File: src/rtl/render_pkg.sv
`default_nettype none
// ============================================================================
//  Module   : render_pkg
//  Purpose  : Shared frame-scheduler types and constants: scheduler state
//             encoding and the default per-frame model limit.
//  Revision : 1.0  initial release
// ============================================================================
package render_pkg;

    // Default upper bound on the number of models drawn in one frame
    localparam int c_MAX_MODELS_DEFAULT = 64;

    // Frame scheduler states, explicitly encoded on 3 bits
    typedef enum logic [2:0] {
        IDLE       = 3'd0,
        CLEAR      = 3'd1,
        WAIT_READY = 3'd2,
        START      = 3'd3,
        RENDER     = 3'd4,
        SWAP       = 3'd5,
        DONE       = 3'd6
    } sched_state_t;

endpackage
`default_nettype wire

File: src/rtl/sched_watchdog.sv
`default_nettype none
// ============================================================================
//  Module   : sched_watchdog
//  Purpose  : Per-model watchdog. Counts enabled cycles since the last clear
//             and flags expiry once TIMEOUT_CYCLES enabled cycles have passed.
//             Only instantiated when FRAME_SCHED_TIMEOUT_EN is defined.
//  Revision : 1.0  initial release
// ============================================================================
module sched_watchdog #(
    parameter int TIMEOUT_CYCLES = 2**20,
    parameter int CNT_W          = $clog2(TIMEOUT_CYCLES + 1)
) (
    input  logic clk,
    input  logic rst,
    input  logic i_clear,
    input  logic i_enable,
    output logic o_expire
);

    localparam logic [CNT_W-1:0] c_LIMIT = CNT_W'(TIMEOUT_CYCLES);

    logic [CNT_W-1:0] r_count;

    // Count enabled cycles, saturating at the limit so the flag cannot wrap
    always_ff @(posedge clk) begin
        if (rst || i_clear) begin
            r_count <= '0;
        end else if (i_enable && (r_count != c_LIMIT)) begin
            r_count <= r_count + CNT_W'(1);
        end
    end

    assign o_expire = i_enable && (r_count == c_LIMIT);

endmodule
`default_nettype wire

File: src/rtl/frame_scheduler.sv
`default_nettype none
// ============================================================================
//  Module   : frame_scheduler
//  Purpose  : Sequences one frame: framebuffer clear, one render start per
//             model (with stale-finish protection), buffer swap, done pulse.
//             Optional macro FRAME_SCHED_TIMEOUT_EN adds a per-model watchdog
//             with an o_timeout pulse; a timed-out model is skipped.
//  Revision : 1.0  initial release
// ============================================================================
module frame_scheduler
    import render_pkg::*;
#(
    parameter int MAX_MODELS     = c_MAX_MODELS_DEFAULT,
    parameter int MODEL_W        = $clog2(MAX_MODELS + 1),
    parameter int TIMEOUT_CYCLES = 2**20
) (
    input  logic               clk,
    input  logic               rst,
    input  logic               i_frame_start,
    input  logic [MODEL_W-1:0] i_model_count,
    output logic               o_busy,
    output logic               o_clear_start,
    input  logic               i_clear_done,
    output logic               o_render_start,
    input  logic               i_render_ready,
    input  logic               i_render_finished,
    output logic [MODEL_W-1:0] o_model_idx,
    output logic               o_swap_req,
    input  logic               i_swap_ack,
    output logic               o_frame_done,
    output logic               o_overrun
`ifdef FRAME_SCHED_TIMEOUT_EN
    ,
    output logic               o_timeout
`endif
);

    localparam logic [MODEL_W-1:0] c_MAX_COUNT = MODEL_W'(MAX_MODELS);

    sched_state_t       r_state;
    logic [MODEL_W-1:0] r_count;
    logic [MODEL_W-1:0] r_model_idx;
    logic               r_render_first;
    logic               r_clear_start;
    logic               r_render_start;
    logic               r_swap_req;
    logic               r_frame_done;
    logic               r_overrun;

    logic [MODEL_W-1:0] w_count_sat;
    logic [MODEL_W-1:0] w_next_idx;
    logic               w_advance;

    assign w_count_sat = (i_model_count > c_MAX_COUNT) ? c_MAX_COUNT : i_model_count;
    assign w_next_idx  = r_model_idx + MODEL_W'(1);

`ifdef FRAME_SCHED_TIMEOUT_EN
    logic w_expire;
    logic w_wd_enable;
    logic w_wd_clear;
    logic r_timeout;

    // The watchdog runs while a model is pending; START holds the count so
    // time spent waiting for ready and rendering both charge the same model.
    assign w_wd_enable = (r_state == WAIT_READY) || (r_state == RENDER);
    assign w_wd_clear  = w_advance || !(w_wd_enable || (r_state == START));

    sched_watchdog #(
        .TIMEOUT_CYCLES (TIMEOUT_CYCLES)
    ) u_watchdog (
        .clk      (clk),
        .rst      (rst),
        .i_clear  (w_wd_clear),
        .i_enable (w_wd_enable),
        .o_expire (w_expire)
    );

    // A model completes on a finish seen after the first RENDER cycle, or on expiry
    assign w_advance = ((r_state == RENDER) &&
                        (w_expire || (!r_render_first && i_render_finished))) ||
                       ((r_state == WAIT_READY) && w_expire);

    // Single-cycle pulse whenever the watchdog forces a model skip
    always_ff @(posedge clk) begin
        if (rst) begin
            r_timeout <= 1'b0;
        end else begin
            r_timeout <= w_expire;
        end
    end

    assign o_timeout = r_timeout;
`else
    // The first RENDER cycle may still see the previous model's latched finish
    assign w_advance = (r_state == RENDER) && !r_render_first && i_render_finished;
`endif

    // Frame sequencing state machine with registered outputs
    always_ff @(posedge clk) begin
        if (rst) begin
            r_state        <= IDLE;
            r_count        <= '0;
            r_model_idx    <= '0;
            r_render_first <= 1'b0;
            r_clear_start  <= 1'b0;
            r_render_start <= 1'b0;
            r_swap_req     <= 1'b0;
            r_frame_done   <= 1'b0;
            r_overrun      <= 1'b0;
        end else begin
            r_clear_start  <= 1'b0;
            r_render_start <= 1'b0;
            r_frame_done   <= 1'b0;
            r_overrun      <= i_frame_start && (r_state != IDLE);

            case (r_state)
                IDLE: begin
                    if (i_frame_start) begin
                        r_state       <= CLEAR;
                        r_count       <= w_count_sat;
                        r_model_idx   <= '0;
                        r_clear_start <= 1'b1;
                    end
                end
                CLEAR: begin
                    if (i_clear_done) begin
                        if (r_count == '0) begin
                            r_state    <= SWAP;
                            r_swap_req <= 1'b1;
                        end else begin
                            r_state <= WAIT_READY;
                        end
                    end
                end
                WAIT_READY: begin
                    if (w_advance) begin
                        r_model_idx <= w_next_idx;
                        if (w_next_idx < r_count) begin
                            r_state <= WAIT_READY;
                        end else begin
                            r_state    <= SWAP;
                            r_swap_req <= 1'b1;
                        end
                    end else if (i_render_ready) begin
                        r_state        <= START;
                        r_render_start <= 1'b1;
                    end
                end
                START: begin
                    r_state        <= RENDER;
                    r_render_first <= 1'b1;
                end
                RENDER: begin
                    r_render_first <= 1'b0;
                    if (w_advance) begin
                        r_model_idx <= w_next_idx;
                        if (w_next_idx < r_count) begin
                            r_state <= WAIT_READY;
                        end else begin
                            r_state    <= SWAP;
                            r_swap_req <= 1'b1;
                        end
                    end
                end
                SWAP: begin
                    if (i_swap_ack) begin
                        r_state      <= DONE;
                        r_swap_req   <= 1'b0;
                        r_frame_done <= 1'b1;
                    end
                end
                DONE: begin
                    r_state <= IDLE;
                end
                default: begin
                    r_state <= IDLE;
                end
            endcase
        end
    end

    assign o_busy         = (r_state != IDLE);
    assign o_clear_start  = r_clear_start;
    assign o_render_start = r_render_start;
    assign o_model_idx    = r_model_idx;
    assign o_swap_req     = r_swap_req;
    assign o_frame_done   = r_frame_done;
    assign o_overrun      = r_overrun;

endmodule
`default_nettype wire

File: config.mk
export PLATFORM = sky130hd
export DESIGN_NAME = frame_scheduler
export DESIGN_NICKNAME = d
export VERILOG_FILES = /design/src/rtl/render_pkg.sv /design/src/rtl/sched_watchdog.sv /design/src/rtl/frame_scheduler.sv
export SDC_FILE = /design/constraint.sdc
export NUM_CORES = 1
export LEC_CHECK = 0
export BUFFER_PORTS_ARGS = -buffer_cell sky130_fd_sc_hd__clkbuf_2
export CAP_MARGIN = 20
export CORE_ASPECT_RATIO = 1.2
export CORE_MARGIN = 2
export CORE_UTILIZATION = 35
export CTS_CLUSTER_DIAMETER = 200
export DETAILED_ROUTE_END_ITERATION = 8
export PLACE_DENSITY_LB_ADDON = 0.3
export SLEW_MARGIN = 0
export SYNTH_ARGS = -nofsm -noshare
export SYNTH_HDL_FRONTEND = slang
export SYNTH_SLANG_ARGS = --single-unit
File: constraint.sdc
create_clock -name clk -period 2.1 [get_ports clk]
set_input_delay 0.21 -clock clk [delete_from_list [all_inputs] [get_ports clk]]
set_output_delay 0.21 -clock clk [all_outputs]
set_load 0.05 [all_outputs]
==> summary.md <==
| Metric | Value |
|---|---|
| Status | finished clean |
| Die H | slightly above 70 µm |
| Synthesis Warnings | 0 |
| VDD IR max | approximately 340 µV |
| DR WL/cell | around 12 µm |
| Slowest-stage cell, CP | dfxtp_4 |
| Worst path required time | ~2.2 ns |
| Seq/Total Area, Yosys | 0.343 |
| Max Root-Sink Buffers | 2 |
| Share of layout cells above drive strength 1 | 0.302 |
| Commonest cells in the netlist | dfxtp_1 (23), a21oi_1 (21), nor2_1 (20) |
| Skew-Pair Late Insertion Delay | 0.27 ns |
| Antenna viol nets, final | 0 |
| Total Neg Setup Slack | 0 ns |
| Placed Area | ~1500 µm² |
| DIE AREA | about 4300 µm² |
| Number of DRC markers in iteration 0 | 40 |
| Design Power | about 1.8 mW |
| Count of cell types in the netlist | 42 |
| Top delay family on crit path | compound AO/OA/AOI/OAI gates |
| Slew Limit Fails | 0 |
| Non-Filler Instances | about 240 |
| Syn Std Cell Area | between 1000 and 1500 µm² |
| Post-synth top area cell | dfxtp_1 |
| Reg area | 470 µm² |
| H-tree levels | 1 |
| # rows | 24 |
| Clock skew | ~0.0056 ns |
| Critical Setup Path Class | register to register |
| Final Instance Area | between 1500 and 2000 µm² |
| Achievable frequency | 0.498 GHz |
| Largest net degree at the start of global routing | 23 |
| CTS Buf Count | 3 |
| Cells after Synth | about 160 |
| IO Pins | 27 |
| CTS tree | built |
| Count of input and output buffers | 26 |
| Placeable Area | 3660 µm² |
| Hold crit path type | input port to register |
| Reported max-cap violation count | 0 |
| Area Growth Syn to Fin | 21.3% |
| Via Count | approximately 1200 |
| Worst-margin pin slew | 0.538 ns |
| Worst-path clk slew | around 0.08 ns |
| Final HPWL DP | 2200 µm |
| Setup crit end kind | register |
| Final hold violation count | 0 |
| CTS root buf | clkbuf_8 |
| Routed wire length | roughly 3000 µm |
| Asr flop ratio synth | 0 |
| Clock sink count | 23 |
| Post-synthesis net count | between 150 and 200 |
| Die X | ~60 µm |
| Fin crit period | 2.01 ns |
| Final Wtd Congestion | between 0.8 and 0.9 |
| Final setup vio count | 0 |
| Seq cells post-synth | 23 |
| Initial antenna violation count | 0 |
| Multi-input gate area | about 840 µm² |
| DRT Pass-1 Iters | 4 |
| Count leader, synth | dfxtp_1 |
| Fillers | 390 |
| Critical path, cell by cell | ha_4, nand3_2, nor2_2, xor2_1, ha_1, a21oi_2, o21ai_2, o2bb2ai_2, a21oi_2, o32ai_2 |
| Top FF cell, synth | dfxtp_1 |
| Area contributors post-synth | dfxtp_1 (34%), a21oi_1 (7.8%), ha_1 (6.5%) |
| First-pass GRT wire length | approximately 4800 µm |
| Mean Syn Cell Area | 8.19 µm² |
| Pwr Density | between 1000 and 1500 nW/µm² |
| Leak Pwr | slightly below 0.7 nW |
| R2r worst-path depth | 10 |
| Vias/cell | ~5.1 |
| Period Utilization, post-route | 0.957 |
| Nets | between 200 and 250 |
| Initial Utilization | 0.366 |
| Most used cell, CP | a21oi_2 |
| Total GRT Usage | 0.145 |
| Post-Place Cells | approximately 240 |
| Max-slew headroom | 0.641 |
| Arrival @ worst endpoint | 2.14 ns |
| Residual DRC | 0 |
| Buf+Inv Stages, Crit Path | 0 |
| Grt ovf | 0 |
| Critical path peak fanout | 6 |
| CP max stage delay | roughly 0.39 ns |
| Critical Path Start Type | register |
| Critical path depth | 10 |
| Diodes inserted | 0 |
| Number of global-route vias before repair | roughly 1100 |
| Post-synth EDFFs | 0 |
| Top-area cell type share of the netlist area | 0.343 |
| Hold path depth | 3 |
power breakdown:
group / leakage (nW) / total (mW) / switching (mW) / internal [mW]
logic: 0.467 / 0.864 / 0.559 / 0.305
registers: 0.189 / 0.628 / 0.120 / 0.508
clock network: 0.0228 / 0.280 / 0.144 / 0.136
total: 0.679 / 1.77 / 0.823 / 0.949
state kept, by name, summed over array words and instances (netlist names):
name / cells
o_clear_start: 1
o_frame_done: 1
o_model_idx: 7
o_overrun: 1
o_render_start: 1
o_swap_req: 1
r_count: 7
r_render_first: 1
r_state: 3
final cells by class:
type / count / share of cell area
Clock buffer: 4 / 0.0276
Inverter: 10 / 0.0230
Tap cell: 52 / 0.0399
Multi-Input combinational cell: 124 / 0.518
Timing Repair Buffer: 31 / 0.103
Sequential cell: 23 / 0.289
worst register-to-register path, stage by stage (launching register included):
cell and delay (ns):
dfxtp_4 0.39, ha_4 0.14, nand3_2 0.09, nor2_2 0.11
xor2_1 0.20, ha_1 0.30, a21oi_2 0.16, o21ai_2 0.09
o2bb2ai_2 0.13, a21oi_2 0.15, o32ai_2 0.11
kinds of logic (layout without fill, tap and decap cells):
group / count (synthesis) / in the layout / synth area share
buf+inv: 17 / 45 / 0.0652
flops: 23 / 23 / 0.343
simple gates: 66 / 66 / 0.278
mux: 3 / 3 / 0.0233
compound gates: 43 / 43 / 0.193
fa+ha+maj: 7 / 7 / 0.0652
xor+xnor: 5 / 5 / 0.0326
stage by stage:
step,hold WS (ns),setup WS (ns),utilization
global route,0.185,-0.0201,0.445
global placement,0.460,0.0930,0.418
detailed placement,0.467,0.0273,0.418
floorplan,0.345,0.0109,-
finish,0.184,0.0907,0.445
CTS,0.180,0.00872,0.431
cells in the final DEF, fill, tap and decap left out, types with 3 or more instances in the layout:
master,netlist,layout
clkbuf_2,0,26
nor2_1,20,19
dfxtp_1,23,19
a21oi_1,21,18
inv_1,9,9
nand2_1,9,9
nor3b_1,8,8
ha_1,7,6
o21ai_1,6,5
buf_4,0,5
nand3_1,5,4
a22oi_1,4,4
a21oi_2,1,4
xor2_1,3,3
or3_1,3,3
nor2b_1,3,3
o21ai_0,3,3
clkbuf_8,0,3
routing by layer:
layer	GRT usage	part of all wire
met1	0.175	0.44
met2	0.246	0.51
met3	0.0217	0.027
met4	0.0676	0.019
met5	0	0
path summary, 6_finish.rpt:
path	startpoint	to	slack (ns)
max	o_model_idx[0]$_SDFFE_PP0P_	r_state[2]$_SDFFE_PP0P_	0.09
min	i_render_ready	o_render_start$_SDFF_PP0_	0.18
max reg2reg	o_model_idx[0]$_SDFFE_PP0P_	r_state[2]$_SDFFE_PP0P_	0.09
min reg2reg	r_count[6]$_SDFFE_PP0P_	r_count[6]$_SDFFE_PP0P_	0.48
timing repair:
| item | 4_1_cts | 5_1_grt |
|---|---|---|
| buffers inserted | 0 | 2 |
| hold buffers | 0 | 0 |
| endpoints found under the setup margin | 0 | 4 |
| resized for setup | 0 | 8 |
| endpoints found under the hold margin | 0 | 0 |
Power figures use the tool's default switching activity.
